File: src/rtl/pattern_load_write.sv
// Streams a pattern image (header + bit-packed bodies) into DDR3 through a one-deep
// Avalon-MM write holder, bracketing the load with on-chip "loaded" flag writes.
module pattern_load_write (
  input  logic         ddr3_emif_clk,
  input  logic         ddr3_emif_rst_n,
  input  logic         start,
  input  logic         s_valid,
  input  logic [255:0] s_data,
  output logic         s_ready,
  input  logic         ddr3_emif_ready,
  output logic         ddr3_emif_write,
  output logic         ddr3_emif_read,
  output logic [21:0]  ddr3_emif_addr,
  output logic [255:0] ddr3_emif_write_data,
  output logic [31:0]  ddr3_emif_byte_enable,
  output logic [4:0]   ddr3_emif_burst_count,
  output logic         onchip_mem_clken,
  output logic         onchip_mem_chip_select,
  output logic         onchip_mem_write,
  output logic [10:0]  onchip_mem_addr,
  output logic [255:0] onchip_mem_write_data,
  output logic [31:0]  onchip_mem_byte_enable,
  output logic         busy,
  output logic         done,
  output logic         err
);

  localparam int DATA_W = 256;
  localparam int ADDR_W = 22;
  localparam logic [DATA_W-1:0] FLAG_CLEAR  = '0;
  localparam logic [DATA_W-1:0] FLAG_LOADED = 256'h55;

  typedef enum logic [2:0] {
    IDLE     = 3'd0,
    CLR_FLAG = 3'd1,
    HEAD     = 3'd2,
    BODY     = 3'd3,
    SET_FLAG = 3'd4
  } state_t;

  state_t              state_q;
  logic                pending_q;
  logic                drain_q;
  logic [ADDR_W-1:0]   cnt_q;
  logic [ADDR_W-1:0]   wr_addr_q;
  logic [DATA_W-1:0]   wr_data_q;
  logic [23:0]         word_cnt_q;
  logic [23:0]         body_words_q;
  logic [31:0]         pat_cnt_q;
  logic                err_q;
  logic                done_q;
  logic                busy_q;
  logic                fl_en_q;
  logic [DATA_W-1:0]   fl_data_q;
  logic [31:0]         fl_be_q;

  logic                accept;
  logic                complete;
  logic [31:0]         hdr_total_pix;
  logic [31:0]         hdr_pat_num;
  logic [23:0]         hdr_body_words;

  assign hdr_total_pix  = s_data[191:160];
  assign hdr_pat_num    = s_data[159:128];
  // One bit per pixel: a partial trailing byte-group of 256 pixels still costs a full word.
  assign hdr_body_words = hdr_total_pix[31:8] + {23'd0, |hdr_total_pix[7:0]};

  // drain_q closes the input once the last word of the image (or a bad header) is taken.
  assign s_ready  = ((state_q == HEAD) || (state_q == BODY)) && !drain_q &&
                    (!pending_q || ddr3_emif_ready);
  assign accept   = s_valid && s_ready;
  assign complete = pending_q && ddr3_emif_ready;

  always_ff @(posedge ddr3_emif_clk) begin
    if (!ddr3_emif_rst_n) begin
      state_q      <= IDLE;
      pending_q    <= 1'b0;
      drain_q      <= 1'b0;
      cnt_q        <= '0;
      wr_addr_q    <= '0;
      wr_data_q    <= '0;
      word_cnt_q   <= '0;
      body_words_q <= '0;
      pat_cnt_q    <= '0;
      err_q        <= 1'b0;
      done_q       <= 1'b0;
      busy_q       <= 1'b0;
      fl_en_q      <= 1'b0;
      fl_data_q    <= '0;
      fl_be_q      <= '0;
    end else begin
      done_q    <= 1'b0;
      fl_en_q   <= 1'b0;
      fl_data_q <= '0;
      fl_be_q   <= '0;

      // Write engine: the counter tracks the address of the held (or next) word.
      if (complete) begin
        cnt_q <= cnt_q + 22'd1;
        if (cnt_q == '1) begin
          err_q <= 1'b1;
        end
      end
      if (accept) begin
        pending_q <= 1'b1;
        wr_data_q <= s_data;
        wr_addr_q <= complete ? cnt_q + 22'd1 : cnt_q;
      end else if (complete) begin
        pending_q <= 1'b0;
      end

      case (state_q)
        IDLE: begin
          if (start) begin
            state_q   <= CLR_FLAG;
            busy_q    <= 1'b1;
            err_q     <= 1'b0;
            cnt_q     <= '0;
            drain_q   <= 1'b0;
            fl_en_q   <= 1'b1;
            fl_data_q <= FLAG_CLEAR;
            fl_be_q   <= '1;
          end
        end
        CLR_FLAG: begin
          state_q <= HEAD;
        end
        HEAD, BODY: begin
          if (drain_q) begin
            if (!pending_q) begin
              state_q   <= SET_FLAG;
              drain_q   <= 1'b0;
              done_q    <= 1'b1;
              fl_en_q   <= 1'b1;
              fl_data_q <= FLAG_LOADED;
              fl_be_q   <= '1;
            end
          end else if (accept && (state_q == HEAD)) begin
            body_words_q <= hdr_body_words;
            pat_cnt_q    <= hdr_pat_num;
            word_cnt_q   <= '0;
            if ((hdr_pat_num == 32'd0) || (hdr_total_pix == 32'd0)) begin
              err_q   <= 1'b1;
              drain_q <= 1'b1;
            end else begin
              state_q <= BODY;
            end
          end else if (accept) begin
            if (word_cnt_q == body_words_q - 24'd1) begin
              word_cnt_q <= '0;
              pat_cnt_q  <= pat_cnt_q - 32'd1;
              if (pat_cnt_q == 32'd1) begin
                drain_q <= 1'b1;
              end
            end else begin
              word_cnt_q <= word_cnt_q + 24'd1;
            end
          end
        end
        SET_FLAG: begin
          state_q <= IDLE;
          busy_q  <= 1'b0;
        end
        default: begin
          state_q <= IDLE;
          busy_q  <= 1'b0;
          drain_q <= 1'b0;
        end
      endcase
    end
  end

  assign ddr3_emif_write        = pending_q;
  assign ddr3_emif_read         = 1'b0;
  assign ddr3_emif_addr         = wr_addr_q;
  assign ddr3_emif_write_data   = wr_data_q;
  assign ddr3_emif_byte_enable  = '1;
  assign ddr3_emif_burst_count  = 5'd1;

  assign onchip_mem_clken       = fl_en_q;
  assign onchip_mem_chip_select = fl_en_q;
  assign onchip_mem_write       = fl_en_q;
  assign onchip_mem_addr        = '0;
  assign onchip_mem_write_data  = fl_data_q;
  assign onchip_mem_byte_enable = fl_be_q;

  assign busy = busy_q;
  assign done = done_q;
  assign err  = err_q;

endmodule

File: config.mk
export PLATFORM = sky130hd
export DESIGN_NAME = pattern_load_write
export DESIGN_NICKNAME = d
export VERILOG_FILES = /design/src/rtl/pattern_load_write.sv
export SDC_FILE = /design/constraint.sdc
export NUM_CORES = 1
export LEC_CHECK = 0
export CAP_MARGIN = 20
export CORE_AREA = 2 2 342 344
export CTS_CLUSTER_SIZE = 14
export DETAILED_ROUTE_END_ITERATION = 8
export DIE_AREA = 0 0 344 346
export MAX_ROUTING_LAYER = met4
export PLACE_DENSITY = 0.42
export SYNTH_ARGS = -nofsm -noshare
export SYNTH_HDL_FRONTEND = slang
export SYNTH_SLANG_ARGS = --single-unit
File: constraint.sdc
create_clock -name ddr3_emif_clk -period 7.01 [get_ports ddr3_emif_clk]
set_clock_uncertainty 0.2 [all_clocks]
set_input_delay 1.402 -clock ddr3_emif_clk [delete_from_list [all_inputs] [get_ports ddr3_emif_clk]]
set_output_delay 1.402 -clock ddr3_emif_clk [all_outputs]
set_load 0.02 [all_outputs]
==> reports/metrics.csv, run 1 <==
stage,metric,value,unit
synth,synthCells,2383,
synth,async_flop_share,0,
route,drt_pass1_iterations,5,
die,start_util,0.161,
route,met3_length,4.85,mm
synth,syn_area,18600,um2
min_path,hp-start,ddr3_emif_write_data[38]$_SDFFE_PN0P_,
placed_design,dp_cells,4324,
placed_design,place_hpwl,54.1,mm
synth,synth_flop_cell,dfxtp_1,
route,num_vias,16700,
synth,synth-edff-count,0,
sta,maxSlewViolCount,0,
die,ios,884,
sta,slew_headroom,0.112,
cells_and_area,drive_above_1_share,0.0439,
route,wl_met2,35.5,mm
run,maxCapViolCount,0,
synth,synth_seq_area_share,0.419,
synth,synth.distinct_cells,67,
cells_and_area,num-fill-cells,12900,
global_routing,antenna_found_initial,5,
sta,tightestPinTransition,1.33,ns
die,num_rows,125,
die,die_x,344,um
global_routing,grt_max_degree,184,
synth,post-synth-top-area-cell,dfxtp_1,
power_and_ir_drop,power.density,244,nW/um2
clocking,htreeDepth,2,
clocking,cts_max_path_buffers,3,
route,via_per_inst,3.78,
synth,synthTopCellsByArea,"dfxtp_1, buf_4, nand2_1",
route,drc_errors,0,
cells_and_area,instances_no_fill,4425,
cells_and_area,multiInputGateArea,8860,um2
die,core,115000,um2
synth,synthTopCellsByCount,"nand2_1, dfxtp_1, buf_4",
power_and_ir_drop,leakage,9.30,nW
die,die-area,119000,um2
clocking,cts_sinks,390,
clocking,clockRootBuffer,clkbuf_16,
global_routing,grt_pass1_wl,109,mm
die,die_y,346,um
setup_path,cp_max_fo,6,
route,totalWireLength,75.2,mm
synth,synth_top_area_frac,0.419,
setup_path,required,5.41,ns
sta,rsz0062_at_grt,no,
global_routing,overflow,0,
placed_design,gp_congestion,0.814,
min_path,hp-class,reg2reg,
setup_path,timing.rr.end,pat_cnt_q[29]$_SDFFE_PN0P_,
clocking,ctsHoldBuffers,0,
synth,yosys_warnings,0,
sta,final.min_clock_period,4.99,ns
route,wl_per_cell,17.0,um
min_path,hold_depth,2,
sta,setup_viol,0,
setup_path,arrival,3.39,ns
clocking,clkLatencyLatePin,0.63,ns
setup_path,startpoint_type,input port,
global_routing,grt_pass1_vias,16000,
cells_and_area,seqCellArea,7810,um2
synth,ys_ff_latch,390,
setup_path,reg2reg_from,body_words_q[0]$_SDFFE_PN0P_,
placed_design,portBuffers,582,
cells_and_area,syn_to_final_growth,42.2,%
sta,hold_viol,0,
min_path,hold_end,ddr3_emif_write_data[38]$_SDFFE_PN0P_,
sta,fmaxAchievable,200,MHz
global_routing,grt_usage,0.124,
route,drt_iter0_drc,891,
sta,fin_tns_setup,0,ns
run_status,outcome,"complete, no violations",
route,wl_met1,32.9,mm
clocking,clk_pin_slew,0.06,ns
clocking,cts_tree,built,
route,antenna_left,0,
clocking,post_cts_buffers,0,
setup_path,endpoint_kind,output pin,
clocking,cts_made_buffers,52,
route,top_layer,met4,
clocking,cts_resized,0,
sta,finalCritPeriodShare,0.712,
synth,synthMostInstantiatedCell,nand2_1,
synth,avgSynthCellArea,7.82,um2
setup_path,crit_type,in2out,
cells_and_area,fin_nets,3122,
setup_path,timing.reg2reg.setup_slack,2.18,ns
setup_path,rr_worst_depth,10,
power_and_ir_drop,peakVddDrop,168,uV
==> stage by stage <==
| stage | area (um2) | util | power (mW) | hold WS (ns) | worst slack [ns] |
|---|---|---|---|---|---|
| CTS | 26500 | 0.229 | 6.60 | 0.253 | 1.97 |
| floorplan | 19700 | - | 3.20 | 0.245 | 2.94 |
| finish | 26500 | 0.229 | 6.45 | 0.250 | 2.02 |
| global route | 26500 | 0.229 | 6.77 | 0.266 | 1.80 |
| global placement | 24600 | 0.213 | 3.61 | 0.241 | 1.90 |
| detailed placement | 24600 | 0.213 | 3.61 | 0.245 | 1.93 |
==> logic make-up (layout without fill, tap and decap cells) <==
kind of cell / count (synthesis) / in the layout / synth area share
and+or+nand+nor: 962 / 962 / 0.226
buffers and inverters: 490 / 703 / 0.167
AOI/OAI and AO/OA: 435 / 435 / 0.137
DFF: 390 / 390 / 0.419
xor gates and xnor gates: 93 / 93 / 0.0437
adders and majority gates: 7 / 7 / 0.00470
muxes: 4 / 4 / 0.00222
other: 2 / 307 / 0.000403
==> power breakdown <==
part | switching, mW | internal (mW)
combinational | 0.726 | 0.441
sequential | 0.0668 | 2.31
clock | 1.14 | 1.77
==> worst max-delay path, cell delays in order <==
cell and delay, ns:
clkdlybuf4s50_1 0.55, nand2b_1 0.45, and2_1 0.29, clkdlybuf4s50_1 0.68
==> cell type report <==
type / instances / share of cell area
clock inverters: 23 / 0.0136
multi-input cells: 1802 / 0.334
well taps: 1524 / 0.0720
clock buffers: 72 / 0.0569
diodes: 6 / 0.000567
repair buffers: 597 / 0.226
inverters: 11 / 0.00184
flip-flops and latches: 390 / 0.295
==> layout by cell type, fill, tap and decap left out, types with 7 or more instances in the layout <==
cell and instances:
o21ai_0 36, or3_1 13, nor4_1 37, xor2_1 65
clkbuf_8 13, nor2_1 149, clkinvlp_4 7, o211ai_1 7
dfxtp_1 390, o41ai_1 8, and3_1 15, a31oi_1 17
clkbuf_16 52, nand4_1 26, nand2b_1 13, clkdlybuf4s50_1 582
clkbuf_1 7, nand2_1 578, inv_1 10, buf_4 12
bufinv_16 7, a211oi_1 49, or4_1 11, a21oi_1 275
nor3_1 35, ha_1 7, conb_1 301, nor3b_1 8
xnor2_1 28, nand3_1 39
==> worst max-delay path by stage <==
stage,depth (start not counted),slack (ns),end,from
after floorplan,12,2.94,pat_cnt_q[26]$_SDFFE_PN0P_,body_words_q[0]$_SDFFE_PN0P_
after global placement,6,1.90,pat_cnt_q[29]$_SDFFE_PN0P_,ddr3_emif_ready
after detailed placement,6,1.93,pat_cnt_q[29]$_SDFFE_PN0P_,ddr3_emif_ready
after CTS,4,1.97,s_ready,ddr3_emif_ready
after global routing,10,1.80,pat_cnt_q[10]$_SDFFE_PN0P_,body_words_q[0]$_SDFFE_PN0P_
final,4,2.02,s_ready,ddr3_emif_ready
==> per-layer routing <==
| metal | up-vias | global-route usage |
|---|---|---|
| met5 | - | - |
| met4 | 0 | 0.0383 |
| met3 | 98 | 0.0307 |
| met2 | 543 | 0.201 |
| met1 | 7780 | 0.152 |
| li1 | 8315 | - |
==> flip-flops by register name, indices dropped and copies added (netlist names), 3 cells and up <==
name                  count
state_q                   3
word_cnt_q               24
cnt_q                    22
body_words_q             24
ddr3_emif_addr           22
ddr3_emif_write_data    256
pat_cnt_q                32
No activity file was read; power rests on OpenSTA's default activity.
==> inputs of run 2 (changes only) <==
clock period = 4.8 ns   (was 7.01 ns; I/O delays follow)
==> run 2 against run 1 <==
  * Setup slack lost 1.6 ns
  * Design area grew 0.99%
  * Cell count grew 0.72%
  * Via count grew 0.36%
  * Global-route usage is essentially flat
  * Register-to-register slack lost 1.8 ns
  * Non-clock buffer count grew 27
  * Clock-buffer cell count grew 7
  * First-iteration DRC count grew 2.8%
  * Largest power group unchanged
  * Sequential share of layout area shrank 0.29 points
  * Total power grew 47%
  * Sequential power grew 46%
  * Critical endpoint is now pat_cnt_q[29]$_SDFFE_PN0P_
==> reports/metrics.csv, run 2 (synthesized netlist as in run 1, its figures left out) <==
stage,metric,value,unit
route,via_per_inst,3.77,
setup_path,timing.rr.end,pat_cnt_q[29]$_SDFFE_PN0P_,
sta,slew_headroom,0.389,
setup_path,crit_type,reg2reg,
power_and_ir_drop,p_int,6.59,mW
sta,maxSlewViolCount,0,
die,num_rows,125,
clocking,clockRootBuffer,clkbuf_16,
global_routing,antenna_found_initial,6,
sta,final.min_clock_period,4.38,ns
die,die-area,119000,um2
clocking,cts_tree,built,
global_routing,grt_usage,0.125,
setup_path,startpoint,body_words_q[0]$_SDFFE_PN0P_,
cells_and_area,num-fill-cells,12800,
power_and_ir_drop,seqPwrFrac,0.367,
cells_and_area,largest_reg_flops,256,
clocking,cts_made_buffers,54,
setup_path,reg2reg_from,body_words_q[0]$_SDFFE_PN0P_,
sta,hold_viol,0,
sta,fmaxAchievable,228,MHz
cells_and_area,syn_to_final_growth,43.6,%
route,drt_pass1_iterations,5,
setup_path,cp_max_fo,24,
die,ios,884,
die,die_y,346,um
clocking,cts_max_path_buffers,3,
placed_design,portBuffers,582,
placed_design,place_hpwl,56.2,mm
die,core,115000,um2
route,wl_per_cell,17.0,um
sta,tightestPinTransition,0.916,ns
setup_path,timing.reg2reg.setup_slack,0.42,ns
route,antenna_left,0,
setup_path,arrival,4.73,ns
power_and_ir_drop,power,9.46,mW
cells_and_area,drive_above_1_share,0.0526,
route,drt_iter0_drc,916,
clocking,ctsHoldBuffers,0,
cells_and_area,finish.utilization,0.232,
clocking,clkLatencyLatePin,0.65,ns
die,start_util,0.161,
global_routing,grt_pass1_vias,16000,
setup_path,crit_path_end,pat_cnt_q[29]$_SDFFE_PN0P_,
sta,rsz0062_at_grt,no,
cells_and_area,fin_nets,3151,
setup_path,rr_worst_depth,11,
power_and_ir_drop,pwr-share-clk,0.450,
placed_design,dp_cells,4351,
sta,setup_slack,0.419,ns
route,totalWireLength,75.6,mm
power_and_ir_drop,switching_power,2.87,mW
power_and_ir_drop,power_frac_comb,0.182,
clocking,cts_resized,0,
global_routing,overflow,0,
clocking,post_cts_buffers,0,
cells_and_area,mostFrequentLayoutCell,clkdlybuf4s50_1,
setup_path,required,5.15,ns
global_routing,grt_max_degree,137,
clocking,clk_pin_slew,0.06,ns
sta,fin_tns_setup,0,ns
setup_path,endpoint_kind,register,
power_and_ir_drop,power.density,354,nW/um2
run_status,outcome,"complete, no violations",
clocking,htreeDepth,2,
die,die_x,344,um
cells_and_area,layout_common_cells,"clkdlybuf4s50_1, nand2_1, dfxtp_1",
min_path,hp-class,reg2reg,
sta,finalCritPeriodShare,0.913,
route,num_vias,16800,
sta,setup_viol,0,
route,drc_errors,0,
global_routing,grt_pass1_wl,108,mm
power_and_ir_drop,leakage,9.46,nW
setup_path,startpoint_type,register,
placed_design,pre_cts_ws,0.461,ns
cells_and_area,instances_no_fill,4457,
power_and_ir_drop,p_sw_frac,0.303,
power_and_ir_drop,peakVddDrop,244,uV
clocking,cts_sinks,390,
placed_design,gp_congestion,0.835,
run,maxCapViolCount,0,
## run 2: changes by cell type in the layout (fill, tap and decap cells not counted)
cell,change
buf_4,+22
buf_12,+5
clkbuf_1,+5
clkinvlp_4,-3
bufinv_16,-2
clkbuf_16,+2
clkinv_4,+2
clkinv_2,+1
inv_16,-1
inv_6,+1
## run 2: power groups by stage
stage	Clock (mW)	Combinational, mW	Sequential [mW]
after floorplan	0	1.00	3.67
after global placement	0	1.75	3.54
after detailed placement	0	1.74	3.55
after CTS	4.45	1.75	3.48
after global routing	4.57	1.87	3.50
final	4.26	1.73	3.48
## run 2: how the worst min path moves through the flow
stage                                      startpoint                                      to  slack (ns)  cells after the start
5_1_grt        ddr3_emif_write_data[186]$_SDFFE_PN0P_  ddr3_emif_write_data[186]$_SDFFE_PN0P_        0.26                      2
2_1_floorplan              pat_cnt_q[22]$_SDFFE_PN0P_              pat_cnt_q[22]$_SDFFE_PN0P_        0.24                      2
6_report       ddr3_emif_write_data[176]$_SDFFE_PN0P_  ddr3_emif_write_data[176]$_SDFFE_PN0P_        0.25                      2
3_3_place_gp   ddr3_emif_write_data[120]$_SDFFE_PN0P_  ddr3_emif_write_data[120]$_SDFFE_PN0P_        0.24                      2
4_1_cts         ddr3_emif_write_data[50]$_SDFFE_PN0P_   ddr3_emif_write_data[50]$_SDFFE_PN0P_        0.25                      2
3_5_place_dp    ddr3_emif_write_data[50]$_SDFFE_PN0P_   ddr3_emif_write_data[50]$_SDFFE_PN0P_        0.25                      2
## run 2: final cells by class
type	count	area, um2	share of cell area
Multi-Input combinational cell	1802	8860	0.331
Tap cell	1524	1910	0.0713
Clock buffer	79	1580	0.0589
Timing Repair Buffer	624	6240	0.233
Clock inverter	21	288	0.0108
Antenna cell	6	15.0	0.000562
Inverter	11	48.8	0.00182
Sequential cell	390	7810	0.292
## run 2: layer usage
metal | vias to the layer above | GRT usage | share of wire
li1 | 8366 | - | -
met1 | 7775 | 0.147 | 0.42
met2 | 568 | 0.196 | 0.47
met3 | 88 | 0.0434 | 0.083
met4 | 0 | 0.0426 | 0.027
met5 | - | - | 0
## run 2: worst max-delay path, cell delays in order (launching register included)
cell	delay, ns
dfxtp_1	0.36
inv_1	0.07
ha_1	0.22
or3b_4	0.44
or4_4	0.52
a2111oi_4	0.35
nand4_1	0.13
or4b_4	0.56
or4_1	0.58
buf_12	0.19
or4_1	0.50
a31oi_1	0.16
## run 2: per-stage QoR
step                instance area, um2  hold WS [ns]
floorplan                        19700         0.245
global placement                 24900         0.241
detailed placement               24900         0.246
CTS                              26700         0.253
finish                           26700         0.251
global route                     26700         0.264
==> inputs of run 3 (changes only) <==
SKIP_CTS_REPAIR_TIMING = 1   (was not set)
clock period = 4.74 ns   (was 4.8 ns; I/O delays follow)
==> run 3 against run 2 <==
  * Combinational power about the same
  * Core utilization decreased by 0.094 points
  * Setup slack got worse by 0.074 ns
  * Cell count decreased by 0.16%
  * Sequential power increased by 1%
  * Design area decreased by 0.41%
  * Via count increased by 0.30%
  * Register-to-register slack got worse by 0.07 ns
  * Clock-buffer cell count decreased by 3
  * Global-route usage decreased by 0.12 points
  * Non-clock buffer count unchanged
  * Worst hold slack got worse by 0.0014 ns
  * Critical path type unchanged
==> reports/metrics.csv, run 3 (synthesized netlist as in run 1, its figures left out) <==
stage,metric,value,unit
sta,finalCritPeriodShare,0.927,
clocking,clk_pin_slew,0.06,ns
setup_path,crit_chain,inv_1 -> ha_1 -> or3b_4 -> or4_4 -> a2111oi_4 -> nand4_1 -> or4b_4 -> or4_1 -> buf_12 -> or4_1 -> a31oi_1,
route,drt_pass1_iterations,5,
clocking,htreeDepth,2,
sta,final.min_clock_period,4.39,ns
min_path,hold_depth,2,
power_and_ir_drop,peakVddDrop,234,uV
cells_and_area,syn_to_final_growth,43.0,%
sta,rsz0062_at_grt,no,
setup_path,cp_max_fo,24,
global_routing,overflow,0,
sta,fmaxAchievable,228,MHz
cells_and_area,finish.utilization,0.231,
setup_path,crit_cells,11,
route,drc_errors,0,
placed_design,postPlaceCellArea,24900,um2
sta,maxSlewViolCount,0,
clocking,cts_made_buffers,52,
route,antenna_left,0,
sta,hold_viol,0,
sta,slew_headroom,0.415,
power_and_ir_drop,power.density,350,nW/um2
setup_path,cp_slowest_stage_delay,0.57,ns
setup_path,endpoint_kind,register,
placed_design,portBuffers,582,
clocking,cts_sinks,390,
sta,setup_slack,0.345,ns
setup_path,required,5.09,ns
cells_and_area,layout_common_cells,"clkdlybuf4s50_1, nand2_1, dfxtp_1",
setup_path,critical_path_buf_inv_count,2,
die,num_rows,125,
cells_and_area,fin_nets,3149,
route,via_per_inst,3.79,
sta,tightestPinTransition,0.877,ns
setup_path,arrival,4.74,ns
die,ios,884,
cells_and_area,mostFrequentLayoutCell,clkdlybuf4s50_1,
setup_path,rr_worst_depth,11,
global_routing,grt_usage,0.124,
route,wl_per_cell,16.9,um
setup_path,crit_type,reg2reg,
placed_design,pre_cts_ws,0.370,ns
clocking,clockRootBuffer,clkbuf_16,
global_routing,grt_pass1_vias,15800,
setup_path,startpoint_type,register,
power_and_ir_drop,leakage,9.43,nW
die,core,115000,um2
global_routing,grt_max_degree,141,
route,totalWireLength,75.1,mm
clocking,cts_tree,built,
run,maxCapViolCount,0,
setup_path,cpMostUsedCell,or4_1,
die,start_util,0.161,
placed_design,gp_congestion,0.812,
die,die-area,119000,um2
placed_design,place_hpwl,55.6,mm
cells_and_area,largest_reg_flops,256,
cells_and_area,drive_above_1_share,0.0524,
sta,setup_viol,0,
cells_and_area,final_area,26600,um2
clocking,cts_max_path_buffers,3,
die,die_y,346,um
setup_path,critPathTopFamily,simple AND/OR/NAND/NOR gates,
min_path,hp-class,reg2reg,
route,num_vias,16800,
setup_path,cp_slowest_cell,or4_1,
die,die_x,344,um
run_status,outcome,"complete, no violations",
sta,fin_tns_setup,0,ns
global_routing,antenna_found_initial,4,
clocking,clkLatencyLatePin,0.62,ns
global_routing,grt_pass1_wl,107,mm
route,drt_iter0_drc,829,
run 3: cell types whose count changed in the layout (fill, tap and decap cells not counted), moves of 2 or more:
cell	previous run	this run
bufinv_16	5	2
clkbuf_1	12	8
clkbuf_16	54	52
clkbuf_8	13	16
clkinv_2	5	8
clkinvlp_4	4	2
diode_2	6	4
inv_6	3	1
run 3: per-layer routing:
metal  GRT usage  vias up  share of wire
li1            -     8368              -
met1       0.145     7840           0.42
met2       0.198      548           0.47
met3      0.0421       91          0.083
met4      0.0373        0          0.022
met5           -        -              0
run 3: worst reg2reg max path, cell delays in order (launching register included):
cell	delay [ns]
dfxtp_1	0.36
inv_1	0.08
ha_1	0.22
or3b_4	0.43
or4_4	0.52
a2111oi_4	0.37
nand4_1	0.14
or4b_4	0.56
or4_1	0.57
buf_12	0.19
or4_1	0.51
a31oi_1	0.16
run 3: final cells by class:
cell class	instances	area, um2
well taps	1524	1910
diodes	4	10.0
clock buffers	76	1550
clock inverters	19	195
multi-input cells	1802	8860
inverters	11	48.8
repair buffers	624	6250
flip-flops and latches	390	7810
fillers	12800	88800
run 3: power breakdown:
group | switching, mW | internal, mW | leakage [nW]
Clock | 1.67 | 2.38 | 0.863
Combinational | 1.07 | 0.675 | 5.41
Sequential | 0.0980 | 3.42 | 3.15
run 3: stage by stage:
step	hold WS [ns]	std cells	total power, mW
finish	0.250	4450	9.32
global route	0.268	4450	9.80
CTS	0.253	4446	9.54
floorplan	0.245	2682	4.73
global placement	0.242	4351	5.37
detailed placement	0.246	4351	5.36
run 3: path summary, 6_finish.rpt:
check                                                             from                                     end  slack, ns
worst min register to register  ddr3_emif_write_data[156]$_SDFFE_PN0P_  ddr3_emif_write_data[156]$_SDFFE_PN0P_       0.25
worst min-delay path            ddr3_emif_write_data[156]$_SDFFE_PN0P_  ddr3_emif_write_data[156]$_SDFFE_PN0P_       0.25
worst max register to register            body_words_q[0]$_SDFFE_PN0P_              pat_cnt_q[29]$_SDFFE_PN0P_       0.35
worst max-delay path                      body_words_q[0]$_SDFFE_PN0P_              pat_cnt_q[29]$_SDFFE_PN0P_       0.35
